**config.mk**
```make
export PLATFORM = sky130hd
export DESIGN_NAME = pipeline_unadd
export DESIGN_NICKNAME = d
export VERILOG_FILES = /design/src/rtl/pipeline_unadd.sv
export SDC_FILE = /design/constraint.sdc
export NUM_CORES = 1
export LEC_CHECK = 0
export ABC_AREA = 1
export CAP_MARGIN = 5
export CORE_MARGIN = 10
export CORE_UTILIZATION = 55
export DETAILED_ROUTE_END_ITERATION = 16
export GPL_ROUTABILITY_DRIVEN = 0
export HOLD_SLACK_MARGIN = 0.08
export PLACE_DENSITY = 0.82
export SETUP_SLACK_MARGIN = 0.2
export SKIP_CTS_REPAIR_TIMING = 1
export SLEW_MARGIN = 20
export SYNTH_ARGS = -nofsm -noshare
export SYNTH_HDL_FRONTEND = slang
export SYNTH_SLANG_ARGS = --single-unit
export TNS_END_PERCENT = 20
```
**constraint.sdc**
```tcl
create_clock -name clk -period 3.3 [get_ports clk]
set_clock_uncertainty 0.2 [all_clocks]
set_input_delay 0.66 -clock clk [delete_from_list [all_inputs] [get_ports clk]]
set_output_delay 0.66 -clock clk [all_outputs]
set_load 0.01 [all_outputs]
```
**src/rtl/pipeline_unadd.sv**
```systemverilog
// pipeline_unadd: 4-stage pipelined inverse adder, a = {cout,sum} - b - cin, one nibble per stage
// err flags a result outside 0..65535 (cout disagrees with the final borrow).
module pipeline_unadd (
   input  logic        clk,
   input  logic        reset,
   input  logic        in_valid,
   output logic        in_ready,
   input  logic [15:0] sum,
   input  logic        cout,
   input  logic [15:0] b,
   input  logic        cin,
   output logic        out_valid,
   input  logic        out_ready,
   output logic [15:0] a,
   output logic        err
);
   logic adv1, adv2, adv3, adv4;
   logic [3:0] adv;
   assign adv = {adv4, adv3, adv2, adv1};
   for (genvar i = 0; i < 4; i++) begin : g
      logic v, c, w;
      logic [15:0] ra, rs, rb;
      logic pv, pc, pw;
      logic [15:0] pa, ps, pb;
      logic [4:0] d;
      if (i == 0) begin : src
         assign {pv, pc, pw, pa, ps, pb} = {in_valid, cout, cin, 16'd0, sum, b};
      end else begin : src
         assign {pv, pc, pw, pa, ps, pb} = {g[i-1].v, g[i-1].c, g[i-1].w, g[i-1].ra, g[i-1].rs, g[i-1].rb};
      end
      // 5-bit difference: bit 4 is the borrow-out of this nibble
      assign d = {1'b0, ps[4*i+:4]} - {1'b0, pb[4*i+:4]} - {4'd0, pw};
      always_ff @(posedge clk or negedge reset)
         if (!reset) begin
            v  <= 1'b0;
            c  <= 1'b0;
            w  <= 1'b0;
            ra <= '0;
            rs <= '0;
            rb <= '0;
         end else if (adv[i]) begin
            v <= pv;
            if (pv) begin
               c  <= pc;
               w  <= d[4];
               ra <= pa | (16'(d[3:0]) << (4*i));
               rs <= ps;
               rb <= pb;
            end
         end
   end
   assign adv4      = !g[3].v | out_ready;
   assign adv3      = !g[2].v | adv4;
   assign adv2      = !g[1].v | adv3;
   assign adv1      = !g[0].v | adv2;
   assign in_ready  = adv1;
   assign out_valid = g[3].v;
   assign a         = g[3].ra;
   assign err       = g[3].c ^ g[3].w;
endmodule

```
== Word level (Yosys, flattened, before mapping) ==
Index checks and enable logic that the tools add are counted.

* $add $sub $neg: 8
* Bitwise operators: 8
* Reductions and logical operators: 8

{| class="wikitable"
|+ Operator list
! kind !! number
|-
| $sub A4 B4 Y5 || 4
|-
| $sub A5 B1 Y5 || 4
|-
| $or A16 B12 Y16 || 1
|-
| $or A16 B16 Y16 || 1
|-
| $or A4 B8 Y8 || 1
|-
| $reduce_and A2 Y1 || 4
|-
| $logic_not A1 Y1 || 4
|-
| $or A1 B1 Y1 || 4
|-
| $xor A1 B1 Y1 || 1
|}

* Register bits: 160
* Bits of input ports: 38
* Output and inout port bits: 19
* Word-level logic and storage cells: 46

== Longest topological paths before layout ==
Gate-level depths: netlist of the first run.

* Depth in word-level cells: 6
* Gate-level depth with buffers: 14

== Worst setup path after synthesis of the first run ==
No wires, ideal clock.

* Kind: register to register
* From: register g[2].w
* To: register g[3].w
* Arrival: 1.968 ns
* Setup slack: 1.015 ns
* Cell stages (with the launch flop): 14
* Path buffers: 0
* Period minus slack after synthesis: 2.285 ns
* Cell sequence: dfrtp_1 -> inv_1 -> fa_1 -> inv_1 -> ha_1 -> nor2_1 -> inv_1 -> fa_1 -> inv_1 -> nand2_1 -> nand2_1 -> nand3_1 -> nand3_1 -> nand2_1

* Longest elaborated chain between the ends: 1

{| class="wikitable"
|+ Ends and longest elaborated chain
! what !! RTL line !! RTL
|-
| from (decl) || 21 || <nowiki>logic v, c, w;</nowiki>
|-
| from (signal assigned) || 45 || <nowiki>w <= d[4];</nowiki>
|-
| $sub A5 B1 Y5 || 32 || <nowiki>assign d = {1'b0, ps[4*i+:4]} - {1'b0, pb[4*i+:4]} - {4'd0, pw};</nowiki>
|-
| to (signal assigned) || 45 ||
|-
| to (decl) || 21 ||
|}

Every way passes these cells.
A chain may end at the register's enable or synchronous reset.

== Final worst setup path of the first run ==
* From: input out_ready
* To: output in_ready

* Longest elaborated chain between the ends: 4

{| class="wikitable"
|+ Ends and longest elaborated chain
! what !! RTL line !! RTL
|-
| from (decl) || 13 || <nowiki>input logic out_ready,</nowiki>
|-
| $or A1 B1 Y1 || 52 || <nowiki>assign adv4 = !g[3].v | out_ready;</nowiki>
|-
| $or A1 B1 Y1 || 53 || <nowiki>assign adv3 = !g[2].v | adv4;</nowiki>
|-
| $or A1 B1 Y1 || 54 || <nowiki>assign adv2 = !g[1].v | adv3;</nowiki>
|-
| $or A1 B1 Y1 || 55 || <nowiki>assign adv1 = !g[0].v | adv2;</nowiki>
|-
| to (decl) || 7 || <nowiki>output logic in_ready,</nowiki>
|}

Every way passes these cells.

==> flow_summary_export.csv, run 1 <==
group,metric,value,unit
cells_and_area,regArea,2502,sq um
global_routing,grt_pass1_wl,15640,um
detailed_routing,wl_per_cell,12.65,um
sta,hold_viol,0,
floorplanning,ios,57,
floorplanning,initial_utilization,0.5699,
cells_and_area,final_cell_mix,"nand2_1 (220), dfrtp_1 (100), inv_1 (62)",
cells_and_area,fill_cells,665,
worst_setup_path,crit_fanout,3,
sta,fin_setup_tns,0,ns
synthesis,syn-num-nets,606,
clocking,cts_tree,"built",
synthesis,syn_area,4730,sq um
power_and_ir_drop,total_leakage_power,2.936,nW
worst_setup_path,critPathCaptureType,"primary output",
outcome,status,"finished clean",
worst_setup_path,crit_required,2.44,ns
sta,fmax,335.3,MHz
synthesis,synth_cells,538,
global_routing,antenna_found_initial,0,
worst_setup_path,cp-start-kind,"input port",
detailed_routing,wl_met1,4077,um
clocking,clock_sinks,100,
clocking,cts_max_level,3,
sta,period_needed,2.983,ns
placement,dp_hpwl,6637,um
cells_and_area,nets,659,
global_routing,grt_pass1_vias,3451,
cells_and_area,syn_to_final_growth,17.59,%
power_and_ir_drop,pwr_density_cell,756.2,nW/um^2
detailed_routing,drt_iter0_drc,139,
sta,rsz0062_at_grt,"false",
floorplanning,die_width,112.7,um
detailed_routing,drc,0,
detailed_routing,top_layer,"met4",
clocking,insertion_delay,0.36,ns
clocking,clockRootBuffer,"clkbuf_8",
synthesis,synth_cell_types,25,
synthesis,synth_top_area_share,0.5291,
detailed_routing,routed-wl-met2,4214,um
clocking,cts_buffers,9,
global_routing,grt-ovfl-total,0,
job,cap_violations,0,
worst_hold_path,hold_class,"in -> async",
power_and_ir_drop,peakVddDrop,0.3106,mV
placement,portBuffers,56,
detailed_routing,drt-pass1-iter-count,5,
synthesis,yosysTopAreaCell,"dfrtp_1",
synthesis,synth_area_leaders,"dfrtp_1 (53%), nand2_1 (17%), ha_1 (5.8%)",
detailed_routing,via_per_inst,4.930,
detailed_routing,wl_met3,432,um
detailed_routing,antenna_left,0,
global_routing,track_usage,0.1454,
sta,finalMaxSlewViolations,0,
cells_and_area,layout_commonest_cell,"nand2_1",
sta,slew_headroom,0.5619,
floorplanning,core-area,8299,sq um
worst_setup_path,worst-setup-path-type,"in -> out",
floorplanning,num_rows,33,
cells_and_area,multiInputGateArea,1848,sq um
sta,setup_viol,0,
floorplanning,dieArea,12710,sq um
sta,whs,0.1293,ns
synthesis,ys_seq_area_frac,0.5291,
cells_and_area,antenna_cells,0,
sta,finalCritPeriodShare,0.9038,
synthesis,synth-seq-cells,100,
worst_setup_path,r2r_slack,0.85,ns
sta,worst_pin_slew,0.6571,ns
global_routing,grt_max_degree,53,
floorplanning,die_y,112.7,um
clocking,clock_path_buffers,2,
clocking,clkTransAtPathRegs,0.09,ns
cells_and_area,drive_above_1_share,0.05705,
worst_setup_path,arrival,2.12,ns
synthesis,ys_warn_count,0,
detailed_routing,via_count,3456,
synthesis,synth_area_per_cell,8.791,sq um
detailed_routing,wl,8867,um
-- cells in the mapped netlist (all sizes together) --
library cell and n:
nand2 223, dfrtp 100, inv 68, nand3 37, o21ai 36, ha 22
buf 18, nor2 10, fa 8, nand3b 5, xnor2 4, nand4 3
xor2 2, a31oi 1, clkbuf 1
-- layout make-up --
cell class                 instances  share of cell area
sequential                       100              0.4499
clock inverter                     6             0.01552
clock buffer                      10             0.02295
multi-input combinational        351              0.3323
tap                              105             0.02362
inverter                          68             0.04634
timing repair buffer              61              0.1093
-- sequential cells by signal, indices dropped and copies added, names as in the netlist --
register and cells:
g.ra 24, a 16, out_valid 1, g.c 4, g.v 3, g.rs 24, g.w 4, g.rb 24
-- layer usage --
metal / global-route usage / vias to the layer above
li1: - / 1760
met1: 0.1812 / 1623
met2: 0.2366 / 61
met3: 0.03803 / 12
met4: 0.05584 / 0
met5: 0 / -
-- stage by stage --
step	worst slack, ns	utilization	power, mW	std cells	cell area, sq um
6_report	0.3173	0.6701	4.205	701	5562
5_1_grt	0.2427	0.6701	4.571	701	5562
4_1_cts	0.2764	0.6701	4.255	701	5562
3_5_place_dp	0.2878	0.6444	3.412	685	5348
3_3_place_gp	0.3024	0.6444	3.310	685	5348
2_1_floorplan	1.015	-	2.866	538	4730
-- worst max-delay path: stages --
cell	delay (ns)
clkdlybuf4s50_1	0.54
nor2_8	0.21
nand4_2	0.17
clkdlybuf4s50_1	0.53
-- path summary, 6_finish.rpt --
kind                                    start                       to  cells past startpoint
max                                 out_ready                 in_ready                      4
min                                     reset         a[0]$_DFFE_PN0P_                      1
max reg2reg                g[2].w$_DFFE_PN0P_       g[3].w$_DFFE_PN0P_                     13
min reg2reg                 a[11]$_DFFE_PN0P_        a[11]$_DFFE_PN0P_                      2
max in group asynchronous               reset  g[0].rb[11]$_DFFE_PN0P_                      2
min in group clk            a[11]$_DFFE_PN0P_        a[11]$_DFFE_PN0P_                      2
-- where the power goes --
group | internal [mW] | switching (mW) | total, mW
sequential | 1.60 | 0.207 | 1.81
combinational | 0.705 | 0.856 | 1.56
clock | 0.428 | 0.408 | 0.835
total | 2.74 | 1.47 | 4.21
-- cell families (layout without fill, tap and decap cells) --
kind of cell    Yosys count  after routing  synth area share
fa+ha+maj                30             30           0.09206
buf+inv                  87            145           0.08016
flops                   100            100            0.5291
compound gates           37             37           0.03942
simple gates            278            278            0.2481
xor+xnor                  6              6           0.01111
No activity file was read; power rests on OpenSTA's default activity.
==> run 2: changes to the inputs <==
--- a/config.mk
+++ b/config.mk
@@ -12,7 +12,7 @@
 export DETAILED_ROUTE_END_ITERATION = 16
 export GPL_ROUTABILITY_DRIVEN = 0
 export HOLD_SLACK_MARGIN = 0.08
-export PLACE_DENSITY = 0.82
+export PLACE_DENSITY = 0.78
 export SETUP_SLACK_MARGIN = 0.2
 export SKIP_CTS_REPAIR_TIMING = 1
 export SLEW_MARGIN = 20
==> flow_summary_export.csv, run 2 (synthesis results as in run 1) <==
group,metric,value,unit
placement,portBuffers,56,
power_and_ir_drop,p_comb_frac,0.370,
global_routing,grt-ovfl-total,0,
floorplanning,dieArea,12710,sq um
power_and_ir_drop,p_sw_frac,0.3501,
worst_setup_path,crit_top_cell,"clkdlybuf4s50_1",
sta,hold_viol,0,
detailed_routing,wl_per_cell,12.60,um
detailed_routing,drc,0,
floorplanning,initial_utilization,0.5699,
sta,rsz0062_at_grt,"false",
sta,setup_viol,0,
worst_hold_path,hold_class,"in -> async",
global_routing,grt_max_degree,64,
cells_and_area,design_area,5564,sq um
sta,slew_headroom,0.6645,
cells_and_area,final_cell_mix,"nand2_1 (220), dfrtp_1 (100), inv_1 (62)",
detailed_routing,antenna_left,0,
power_and_ir_drop,total_leakage_power,2.932,nW
power_and_ir_drop,seq_power_share,0.430,
power_and_ir_drop,p_switching,1.474,mW
global_routing,track_usage,0.1471,
power_and_ir_drop,peakVddDrop,0.3101,mV
placement,dp_hpwl,6575,um
worst_setup_path,worst-path-stages,4,
cells_and_area,syn_to_final_growth,17.65,%
global_routing,grt_pass1_vias,3536,
cells_and_area,drive_above_1_share,0.05705,
cells_and_area,top_regs,"g.ra: 24 flops, g.rb: 24 flops, g.rs: 24 flops",
global_routing,grt_pass1_wl,15860,um
cells_and_area,fin_util,0.6704,
floorplanning,ios,57,
clocking,clock_sinks,100,
clocking,cts_max_level,3,
sta,fmax,337.3,MHz
floorplanning,core-area,8299,sq um
clocking,clock_path_buffers,2,
worst_setup_path,r2r_slack,0.86,ns
global_routing,antenna_found_initial,0,
detailed_routing,via_per_inst,4.856,
sta,finalCritPeriodShare,0.8984,
detailed_routing,via_count,3404,
clocking,insertion_delay,0.36,ns
clocking,cts_tree,"built",
sta,finalMaxSlewViolations,0,
floorplanning,die_y,112.7,um
worst_setup_path,worst-r2r-cell-count,13,
worst_setup_path,crit_path_cell_trace,"clkdlybuf4s50_1 -> nor2_8 -> nand4_2 -> clkdlybuf4s50_1",
worst_setup_path,worst-setup-path-type,"in -> out",
clocking,clockRootBuffer,"clkbuf_8",
clocking,clkTransAtPathRegs,0.09,ns
clocking,cts_buffers,9,
sta,period_needed,2.965,ns
worst_setup_path,critPathBufInv,2,
power_and_ir_drop,pwr_density_cell,756.4,nW/um^2
cells_and_area,nets,659,
placement,placedInstanceArea,5348,sq um
sta,worst_pin_slew,0.5032,ns
worst_setup_path,critPathSlowestCell,"clkdlybuf4s50_1",
cells_and_area,stdcell_count,701,
worst_setup_path,max_stage_delay,0.54,ns
worst_setup_path,crit_required,2.44,ns
power_and_ir_drop,p_int,2.735,mW
placement,dp.cells,685,
cells_and_area,layout_commonest_cell,"nand2_1",
worst_setup_path,crit_fanout,3,
job,cap_violations,0,
detailed_routing,drt_iter0_drc,137,
cells_and_area,antenna_cells,0,
worst_setup_path,arrival,2.10,ns
outcome,status,"finished clean",
worst_setup_path,critPathTopFamily,"buffers and inverters",
detailed_routing,drt-pass1-iter-count,4,
power_and_ir_drop,pwr-share-clk,0.199,
floorplanning,num_rows,33,
detailed_routing,wl,8831,um
worst_setup_path,cp-start-kind,"input port",
floorplanning,die_width,112.7,um
sta,fin_setup_tns,0,ns
worst_setup_path,critPathCaptureType,"primary output",
## run 2: cell types whose count changed in the layout (fill, tap and decap cells not counted)
| cell | before | now |
|---|---|---|
| clkinv_2 | 2 | 1 |
| clkinv_4 | 0 | 1 |
| clkinvlp_4 | 1 | 2 |
| inv_6 | 1 | 0 |
## run 2: power groups by stage
| stage | Combinational (mW) | Sequential [mW] | Clock [mW] |
|---|---|---|---|
| 2_1_floorplan | 1.03 | 1.84 | 0 |
| 3_3_place_gp | 1.50 | 1.82 | 0 |
| 3_5_place_dp | 1.58 | 1.84 | 0 |
| 4_1_cts | 1.59 | 1.81 | 0.854 |
| 5_1_grt | 1.82 | 1.86 | 0.903 |
| 6_report | 1.56 | 1.81 | 0.839 |
## run 2: cell type report
cell class                      instances  area, sq um
Fill cell                             673         2735
Sequential cell                       100         2502
Clock buffer                           10        127.6
Tap cell                              105        131.4
Clock inverter                          6        88.84
Inverter                               68        257.7
Multi-Input combinational cell        351         1848
Timing Repair Buffer                   61        608.1
## run 2: through the flow
stage	setup WS, ns	power, mW	hold WS (ns)
final	0.3352	4.209	0.05281
after global routing	0.2616	4.589	0.08198
after floorplan	1.015	2.866	0.1644
after detailed placement	0.3146	3.415	0.2584
after CTS	0.3014	4.256	0.06905
after global placement	0.3054	3.313	0.2533
## run 2: final timing paths
kind | start | end
max reg2reg | g[2].w$_DFFE_PN0P_ | g[3].w$_DFFE_PN0P_
max in group asynchronous | reset | g[1].rb[11]$_DFFE_PN0P_
max | out_ready | in_ready
min reg2reg | a[13]$_DFFE_PN0P_ | a[13]$_DFFE_PN0P_
min | reset | a[3]$_DFFE_PN0P_
min in group clk | a[13]$_DFFE_PN0P_ | a[13]$_DFFE_PN0P_
## run 2: worst reg2reg max path, cell delays in order (launching register included)
cell and delay [ns]:
dfrtp_1 0.36, inv_1 0.06, fa_1 0.56, inv_1 0.05
ha_1 0.19, nor2_1 0.09, inv_1 0.05, fa_1 0.37
inv_1 0.06, nand2_1 0.06, nand2_1 0.08, nand3_1 0.07
nand3_1 0.08, nand2_1 0.05
## run 2: per-layer routing
metal | track usage | share of wire | vias to the layer above
met1 | 0.1888 | 0.47 | 1564
met2 | 0.2366 | 0.47 | 72
met3 | 0.03275 | 0.050 | 9
met5 | 0 | 0 | -
met4 | 0.05838 | 0.015 | 0
li1 | - | - | 1759
